### config.mk
export PLATFORM = sky130hd
export DESIGN_NAME = seq_divider_pipe_flat
export DESIGN_NICKNAME = d
export VERILOG_FILES = /design/src/rtl/seq_divider_pipe_pkg.sv /design/src/rtl/seq_divider_pipe_if.sv /design/src/rtl/seq_divider_pipe_div_step.sv /design/src/rtl/seq_divider_pipe.sv /design/src/flat_wrapper.sv
export SDC_FILE = /design/constraint.sdc
export NUM_CORES = 1
export LEC_CHECK = 0
export BUFFER_PORTS_ARGS = -buffer_cell sky130_fd_sc_hd__buf_4
export CAP_MARGIN = 20
export CORE_MARGIN = 5
export CORE_UTILIZATION = 50
export DETAILED_ROUTE_END_ITERATION = 12
export PLACE_DENSITY_LB_ADDON = 0.3
export SETUP_SLACK_MARGIN = 0.3
export SYNTH_ARGS = -nofsm -noshare
export SYNTH_HDL_FRONTEND = slang
export SYNTH_SLANG_ARGS = --single-unit
### constraint.sdc
create_clock -name clk -period 2.25 [get_ports clk]
set_input_delay 0.45 -clock clk [delete_from_list [all_inputs] [get_ports clk]]
set_output_delay 0.45 -clock clk [all_outputs]
set_load 0.1 [all_outputs]
### src/rtl/seq_divider_pipe_pkg.sv
// Shared types and constants for the sequential divider.
// The package defines the FSM state encoding, the default operand width,
// and a helper that sizes the iteration counter.
package seq_divider_pkg;

  localparam int DEFAULT_WIDTH = 16;

  typedef enum logic [1:0] {
    IDLE = 2'd0,
    CALC = 2'd1,
    FIX  = 2'd2,
    DONE = 2'd3
  } state_t;

  // The counter runs 0..WIDTH-1, so $clog2(WIDTH) bits are enough.
  // The lower bound keeps the width at least one bit.
  function automatic int cnt_width(input int width);
    return (width <= 2) ? 1 : $clog2(width);
  endfunction

endpackage

### src/rtl/seq_divider_pipe_if.sv
// Handshake and data bundle for seq_divider_pipe.
//   in_valid/in_ready   : operand handshake (in_signed, dividend, divisor)
//   out_valid/out_ready : result handshake (quo, rem, div_by_zero, ovf)
// The master modport is the side that supplies operands and consumes results.
// The slave modport is the divider side.
interface seq_divider_pipe_if #(
  parameter int WIDTH = 16
);
  logic             in_valid;
  logic             in_ready;
  logic             in_signed;
  logic [WIDTH-1:0] dividend;
  logic [WIDTH-1:0] divisor;
  logic             out_valid;
  logic             out_ready;
  logic [WIDTH-1:0] quo;
  logic [WIDTH-1:0] rem;
  logic             div_by_zero;
  logic             ovf;

  modport master (
    output in_valid, in_signed, dividend, divisor, out_ready,
    input  in_ready, out_valid, quo, rem, div_by_zero, ovf
  );

  modport slave (
    input  in_valid, in_signed, dividend, divisor, out_ready,
    output in_ready, out_valid, quo, rem, div_by_zero, ovf
  );
endinterface

### src/rtl/seq_divider_pipe_div_step.sv
// One combinational restoring-division iteration.
//   rem_in  : partial remainder from the previous iteration (always < divisor)
//   bit_in  : next dividend bit, MSB first
//   divisor : unsigned divisor magnitude (nonzero)
//   rem_out : partial remainder after this iteration
//   q_bit   : quotient bit produced by this iteration
module div_step #(
  parameter int WIDTH = 16
) (
  input  logic [WIDTH-1:0] rem_in,
  input  logic             bit_in,
  input  logic [WIDTH-1:0] divisor,
  output logic [WIDTH-1:0] rem_out,
  output logic             q_bit
);
  logic [WIDTH:0] partial;
  logic [WIDTH:0] trial;

  // rem_in < divisor, so the shifted partial is < 2*divisor. The trial
  // difference therefore fits in WIDTH+1 bits, and its MSB is a clean
  // borrow/sign indicator.
  assign partial = {rem_in, bit_in};
  assign trial   = partial - {1'b0, divisor};
  assign q_bit   = ~trial[WIDTH];
  // When the trial fails, partial < divisor, so its top bit is zero.
  assign rem_out = q_bit ? trial[WIDTH-1:0] : partial[WIDTH-1:0];
endmodule

### src/rtl/seq_divider_pipe.sv
// Iterative restoring divider: one quotient bit per clock, WIDTH-bit operands.
// Ports:
//   clk : rising-edge clock
//   rst : synchronous active-high reset; discards any operation in flight
//   bus : seq_divider_pipe_if.slave
//         operands are accepted on in_valid && in_ready;
//         results are held until out_valid && out_ready.
// Latency from accept: WIDTH+2 cycles, or 1 cycle when the divisor is zero.
module seq_divider_pipe
  import seq_divider_pkg::*;
#(
  parameter int WIDTH = DEFAULT_WIDTH
) (
  input  logic              clk,
  input  logic              rst,
  seq_divider_pipe_if.slave bus
);
  localparam int CW = cnt_width(WIDTH);
  localparam logic [WIDTH-1:0] MIN_VAL = {1'b1, {(WIDTH-1){1'b0}}};

  state_t state_reg;
  state_t state_next;

  logic [CW-1:0]    cnt_reg;
  logic [WIDTH-1:0] dvd_reg;   // dividend magnitude shifting out; quotient shifting in
  logic [WIDTH-1:0] dsr_reg;   // divisor magnitude
  logic [WIDTH-1:0] prem_reg;  // partial remainder
  logic [WIDTH-1:0] quo_reg;
  logic [WIDTH-1:0] rem_reg;
  logic             sign_q_reg;
  logic             sign_r_reg;
  logic             ovf_pend_reg;
  logic             dbz_reg;
  logic             ovf_reg;

  logic             last_step;
  logic             divisor_zero;
  logic [WIDTH-1:0] dvd_mag;
  logic [WIDTH-1:0] dsr_mag;
  logic [WIDTH-1:0] step_rem;
  logic             step_q;

  assign last_step    = (cnt_reg == CW'(WIDTH - 1));
  assign divisor_zero = (bus.divisor == '0);

  // Two's-complement magnitude. MIN maps to 2^(WIDTH-1), which is exact as
  // an unsigned value.
  assign dvd_mag = (bus.in_signed && bus.dividend[WIDTH-1]) ? (~bus.dividend + 1'b1) : bus.dividend;
  assign dsr_mag = (bus.in_signed && bus.divisor[WIDTH-1])  ? (~bus.divisor + 1'b1)  : bus.divisor;

  div_step #(
    .WIDTH(WIDTH)
  ) u_step (
    .rem_in (prem_reg),
    .bit_in (dvd_reg[WIDTH-1]),
    .divisor(dsr_reg),
    .rem_out(step_rem),
    .q_bit  (step_q)
  );

  always_ff @(posedge clk) begin
    if (rst) state_reg <= IDLE;
    else     state_reg <= state_next;
  end

  always_comb begin
    state_next = state_reg;
    unique case (state_reg)
      IDLE:    if (bus.in_valid) state_next = divisor_zero ? DONE : CALC;
      CALC:    if (last_step) state_next = FIX;
      FIX:     state_next = DONE;
      DONE:    if (bus.out_ready) state_next = IDLE;
      default: state_next = IDLE;
    endcase
  end

  always_ff @(posedge clk) begin
    if (rst) begin
      cnt_reg      <= '0;
      dvd_reg      <= '0;
      dsr_reg      <= '0;
      prem_reg     <= '0;
      quo_reg      <= '0;
      rem_reg      <= '0;
      sign_q_reg   <= 1'b0;
      sign_r_reg   <= 1'b0;
      ovf_pend_reg <= 1'b0;
      dbz_reg      <= 1'b0;
      ovf_reg      <= 1'b0;
    end else begin
      unique case (state_reg)
        IDLE: begin
          if (bus.in_valid) begin
            cnt_reg      <= '0;
            dvd_reg      <= dvd_mag;
            dsr_reg      <= dsr_mag;
            prem_reg     <= '0;
            sign_q_reg   <= bus.in_signed & (bus.dividend[WIDTH-1] ^ bus.divisor[WIDTH-1]);
            sign_r_reg   <= bus.in_signed & bus.dividend[WIDTH-1];
            // Only flagged here; the magnitude path already yields MIN, 0.
            ovf_pend_reg <= bus.in_signed && (bus.dividend == MIN_VAL) && (bus.divisor == '1);
            ovf_reg      <= 1'b0;
            dbz_reg      <= divisor_zero;
            if (divisor_zero) begin
              quo_reg <= '1;
              rem_reg <= bus.dividend;
            end
          end
        end
        CALC: begin
          prem_reg <= step_rem;
          dvd_reg  <= {dvd_reg[WIDTH-2:0], step_q};
          cnt_reg  <= cnt_reg + 1'b1;
        end
        FIX: begin
          quo_reg <= sign_q_reg ? (~dvd_reg + 1'b1) : dvd_reg;
          rem_reg <= sign_r_reg ? (~prem_reg + 1'b1) : prem_reg;
          ovf_reg <= ovf_pend_reg;
        end
        default: ;  // DONE holds the results.
      endcase
    end
  end

  assign bus.in_ready    = (state_reg == IDLE);
  assign bus.out_valid   = (state_reg == DONE);
  assign bus.quo         = quo_reg;
  assign bus.rem         = rem_reg;
  assign bus.div_by_zero = dbz_reg;
  assign bus.ovf         = ovf_reg;
endmodule

### src/flat_wrapper.sv
// flat-port wrapper written by rule: the top's interface ports become plain ports
module seq_divider_pipe_flat import seq_divider_pkg::*;
#(
  parameter int WIDTH = DEFAULT_WIDTH
)
  (clk, rst, bus_in_valid, bus_in_signed, bus_dividend, bus_divisor, bus_out_ready, bus_in_ready, bus_out_valid, bus_quo, bus_rem, bus_div_by_zero, bus_ovf);
  seq_divider_pipe_if #(.WIDTH(WIDTH)) bus_i ();
  input  logic clk;
  input  logic rst;
  input wire logic [$bits(bus_i.in_valid)-1:0] bus_in_valid;
  input wire logic [$bits(bus_i.in_signed)-1:0] bus_in_signed;
  input wire logic [$bits(bus_i.dividend)-1:0] bus_dividend;
  input wire logic [$bits(bus_i.divisor)-1:0] bus_divisor;
  input wire logic [$bits(bus_i.out_ready)-1:0] bus_out_ready;
  output wire logic [$bits(bus_i.in_ready)-1:0] bus_in_ready;
  output wire logic [$bits(bus_i.out_valid)-1:0] bus_out_valid;
  output wire logic [$bits(bus_i.quo)-1:0] bus_quo;
  output wire logic [$bits(bus_i.rem)-1:0] bus_rem;
  output wire logic [$bits(bus_i.div_by_zero)-1:0] bus_div_by_zero;
  output wire logic [$bits(bus_i.ovf)-1:0] bus_ovf;
  assign bus_i.in_valid = bus_in_valid;
  assign bus_i.in_signed = bus_in_signed;
  assign bus_i.dividend = bus_dividend;
  assign bus_i.divisor = bus_divisor;
  assign bus_i.out_ready = bus_out_ready;
  assign bus_in_ready = bus_i.in_ready;
  assign bus_out_valid = bus_i.out_valid;
  assign bus_quo = bus_i.quo;
  assign bus_rem = bus_i.rem;
  assign bus_div_by_zero = bus_i.div_by_zero;
  assign bus_ovf = bus_i.ovf;
  seq_divider_pipe #(.WIDTH(WIDTH)) u_core (.clk(clk), .rst(rst), .bus(bus_i));
endmodule
==> flow_summary.toml <==
[sta]
slew-limit-headroom = 0.6062
min_period_over_period = 1.003
fin_crit_ns = 2.256
setup_tns_ns = -0.005699
fin_ws_ns = -0.005699
maxSlewViolCount = 0
worst_pin_slew_ns = 0.5906
max_clock_freq_ghz = 0.4433
finClkSkew_ns = 0.008458
whs_ns = 0.4247
finalSetupViolCount = 1
hold_violations = 0
rsz0062_at_grt = "yes"

[cts]
ctsHtreeMaxLevel = 3
clock_latency_ns = 0.36
root_buffer = "clkbuf_16"
cts_tree = "done"
clock_sinks = 91
cts.clk_slew.worst_paths_ns = 0.06
clockBufferDepth = 2
cts_buffers = 9

[global_routing]
grt_antenna_before_repair = 0
grt_pass1_vias = 6524
grt_max_degree = 52
grt_pass1_wl_um = 32460
grt_usage = 0.2715
grt_overflow_total = 0

[route]
drtIter0Drc = 854
first_pass_iters = 8
vias = 6988
drc = 0
wl_per_cell_um = 19.62
via_per_inst = 6.307
wirelength_um = 21740
ant_nets = 0

[cells_and_area]
regArea_sq_um = 1856
drive_gt1_frac = 0.3861
syn2layout_area_growth_pct = 48.60
utilization = 0.7603
final_area_sq_um = 9133
multi_input_area_sq_um = 4913
nFillCells = 796
antenna-diode-count = 0
layout.cells.non_filler = 1108
num-nets-final = 1020

[placed_design]
place_congestion = 0.9228
portBuffers = 72
placed_area_sq_um = 7620
dp_hpwl_um = 14210
place_ws_ns = -0.1855
placedCellCount = 1065

[worst_hold_path]
hold_end = "u_core.sign_q_reg"
worstHoldStart = "bus_in_signed"
hp-class = "input port to register"
holdPathStages = 3

[synth]
synthesis.area_sq_um = 6146
netlist_top_cells_area = "dfxtp_1 (30%), nand2_1 (5.6%), ha_1 (5.3%), nor2_1 (5.2%), a21oi_1 (5.1%)"
yosys.area.top_type_share = 0.2964
synth-edff-count = 0
synth_seq_area_share = 0.2964
synthCells = 805
async_reset_ff_frac = 0
synthFlopType = "dfxtp_1"
yosysTopAreaCell = "dfxtp_1"
yosysUniqueCellTypes = 59
ys_ff_latch = 91
syn_avg_cell_area_sq_um = 7.635
synth_warnings = 0
synth_nets = 869

[outcome]
violations = "negative setup slack"
status = "finished with violations"

[power_and_ir_drop]
p_per_area_nw_per_um2 = 1116
p_total_mw = 10.19
power_leakage_nw = 3.554
ir_drop_mv = 0.4649

[worst_setup_path]
path_class = "register to register"
rr_startpoint = "u_core.prem_reg[3]"
cp.required_ns = 2.54
endpoint_kind = "register"
worstReg2RegEnd = "u_core.bus.rem[14]"
startpoint_type = "register"
crit_arrival_ns = 2.55
reg2reg_slack_ns = -0.006
crit_fanout = 2
reg2regPathDepth = 7

[floorplan]
start_util = 0.5117
coreArea_sq_um = 12010
die_x_um = 120.9
ios = 73
die_height_um = 120.9
rows = 40
die-area_sq_um = 14610

[flow_run]
drv_cap = 0
-- layout by cell type (no fill, tap or decap), types with 6 or more instances in the layout --
master / n
nor2_1: 64
nand2_1: 88
nor4_1: 6
mux2i_1: 7
o211ai_1: 28
nor3_1: 10
nor2b_1: 7
a21oi_1: 54
a211oi_2: 7
or3_1: 7
ha_4: 14
dfxtp_2: 21
a311oi_1: 12
inv_2: 11
and2_1: 6
a21oi_2: 8
or4_4: 6
clkbuf_16: 13
ha_1: 11
buf_6: 18
buf_4: 164
a311oi_2: 9
xor2_1: 31
a211oi_1: 16
xnor2_1: 28
o21ai_1: 6
a31oi_1: 6
inv_1: 25
nand3_1: 10
o21ai_0: 28
a21o_1: 6
nand4_1: 8
o31ai_1: 6
dfxtp_1: 68
nor2_4: 18
-- kinds of logic (layout without fill, tap and decap cells) --
group / Yosys count / in the layout / share of synthesized area
AO/OA/AOI/OAI: 248 / 248 / 0.2738
XOR/XNOR: 61 / 61 / 0.08693
adder cells (fa/ha/maj): 27 / 27 / 0.05619
buffers and inverters: 92 / 248 / 0.05944
flip-flops: 91 / 91 / 0.2964
multiplexers: 7 / 7 / 0.01140
AND/OR/NAND/NOR: 279 / 279 / 0.2158
-- report_power, final --
group	internal, mW	switching (mW)	total [mW]
Sequential	1.95	0.379	2.33
Clock	0.903	0.692	1.60
Combinational	2.45	3.82	6.27
Total	5.30	4.89	10.2
-- worst max-delay path, stage by stage, from the launching register on --
cell,delay (ns)
dfxtp_2,0.34
buf_6,0.11
or4_4,0.53
or4_4,0.54
o31ai_4,0.20
xor2_1,0.10
a211o_1,0.26
a21oi_1,0.11
-- metal layers --
metal	global-route usage	wire length (um)
met2	0.4724	10830
met1	0.3379	8582
met3	0.04009	1602
met5	0	0
met4	0.1027	726
-- how the worst max path moves through the flow --
stage,start,cells after the start,end,slack (ns)
4_1_cts,u_core.prem_reg[3],7,u_core.bus.rem[14],0.03
2_1_floorplan,bus_divisor[6],7,u_core.bus.div_by_zero,-0.06
3_5_place_dp,bus_divisor[6],9,u_core.bus.quo[3],-0.19
6_report,u_core.prem_reg[3],7,u_core.bus.rem[14],-0.006
3_3_place_gp,bus_divisor[6],7,u_core.bus.div_by_zero,-0.06
5_1_grt,u_core.dvd_reg[15],11,u_core.prem_reg[7],-0.05
-- what timing repair did --
item / 4_1_cts / 5_1_grt
hold endpoints to repair: 0 / 0
cloned: 3 / 4
pin swaps: 39 / 67
hold buffers: 0 / 0
endpoints found under the setup margin: 46 / 55
gates resized for setup: 65 / 122
setup buffers: 8 / 12
-- cells in the mapped netlist (3+ instances only) --
cell type,instances
a211oi_1,26
a21o_1,6
a21oi_1,63
a311oi_1,21
a31oi_1,7
a32o_1,3
a32oi_1,3
a41oi_1,3
and2_1,7
and3_1,4
and4_1,3
buf_1,5
buf_2,9
clkbuf_1,40
dfxtp_1,91
ha_1,26
inv_1,36
mux2i_1,7
nand2_1,92
nand2b_1,6
nand3_1,14
nand3b_1,3
nand4_1,8
nor2_1,85
nor2b_1,7
nor3_1,13
nor4_1,9
nor4_2,3
o211ai_1,28
o21a_1,6
o21ai_0,38
o31a_1,4
o31ai_1,11
o41ai_1,10
or3_1,11
or4_1,7
xnor2_1,29
xor2_1,32
-- area by class of cell --
| cell class | count | area share |
|---|---|---|
| clock inverters | 4 | 0.006165 |
| flip-flops and latches | 91 | 0.2032 |
| multi-input cells | 622 | 0.5380 |
| well taps | 147 | 0.02014 |
| inverters | 36 | 0.01480 |
| repair buffers | 196 | 0.1907 |
| clock buffers | 12 | 0.02699 |
(Power assumes the default switching activity.)
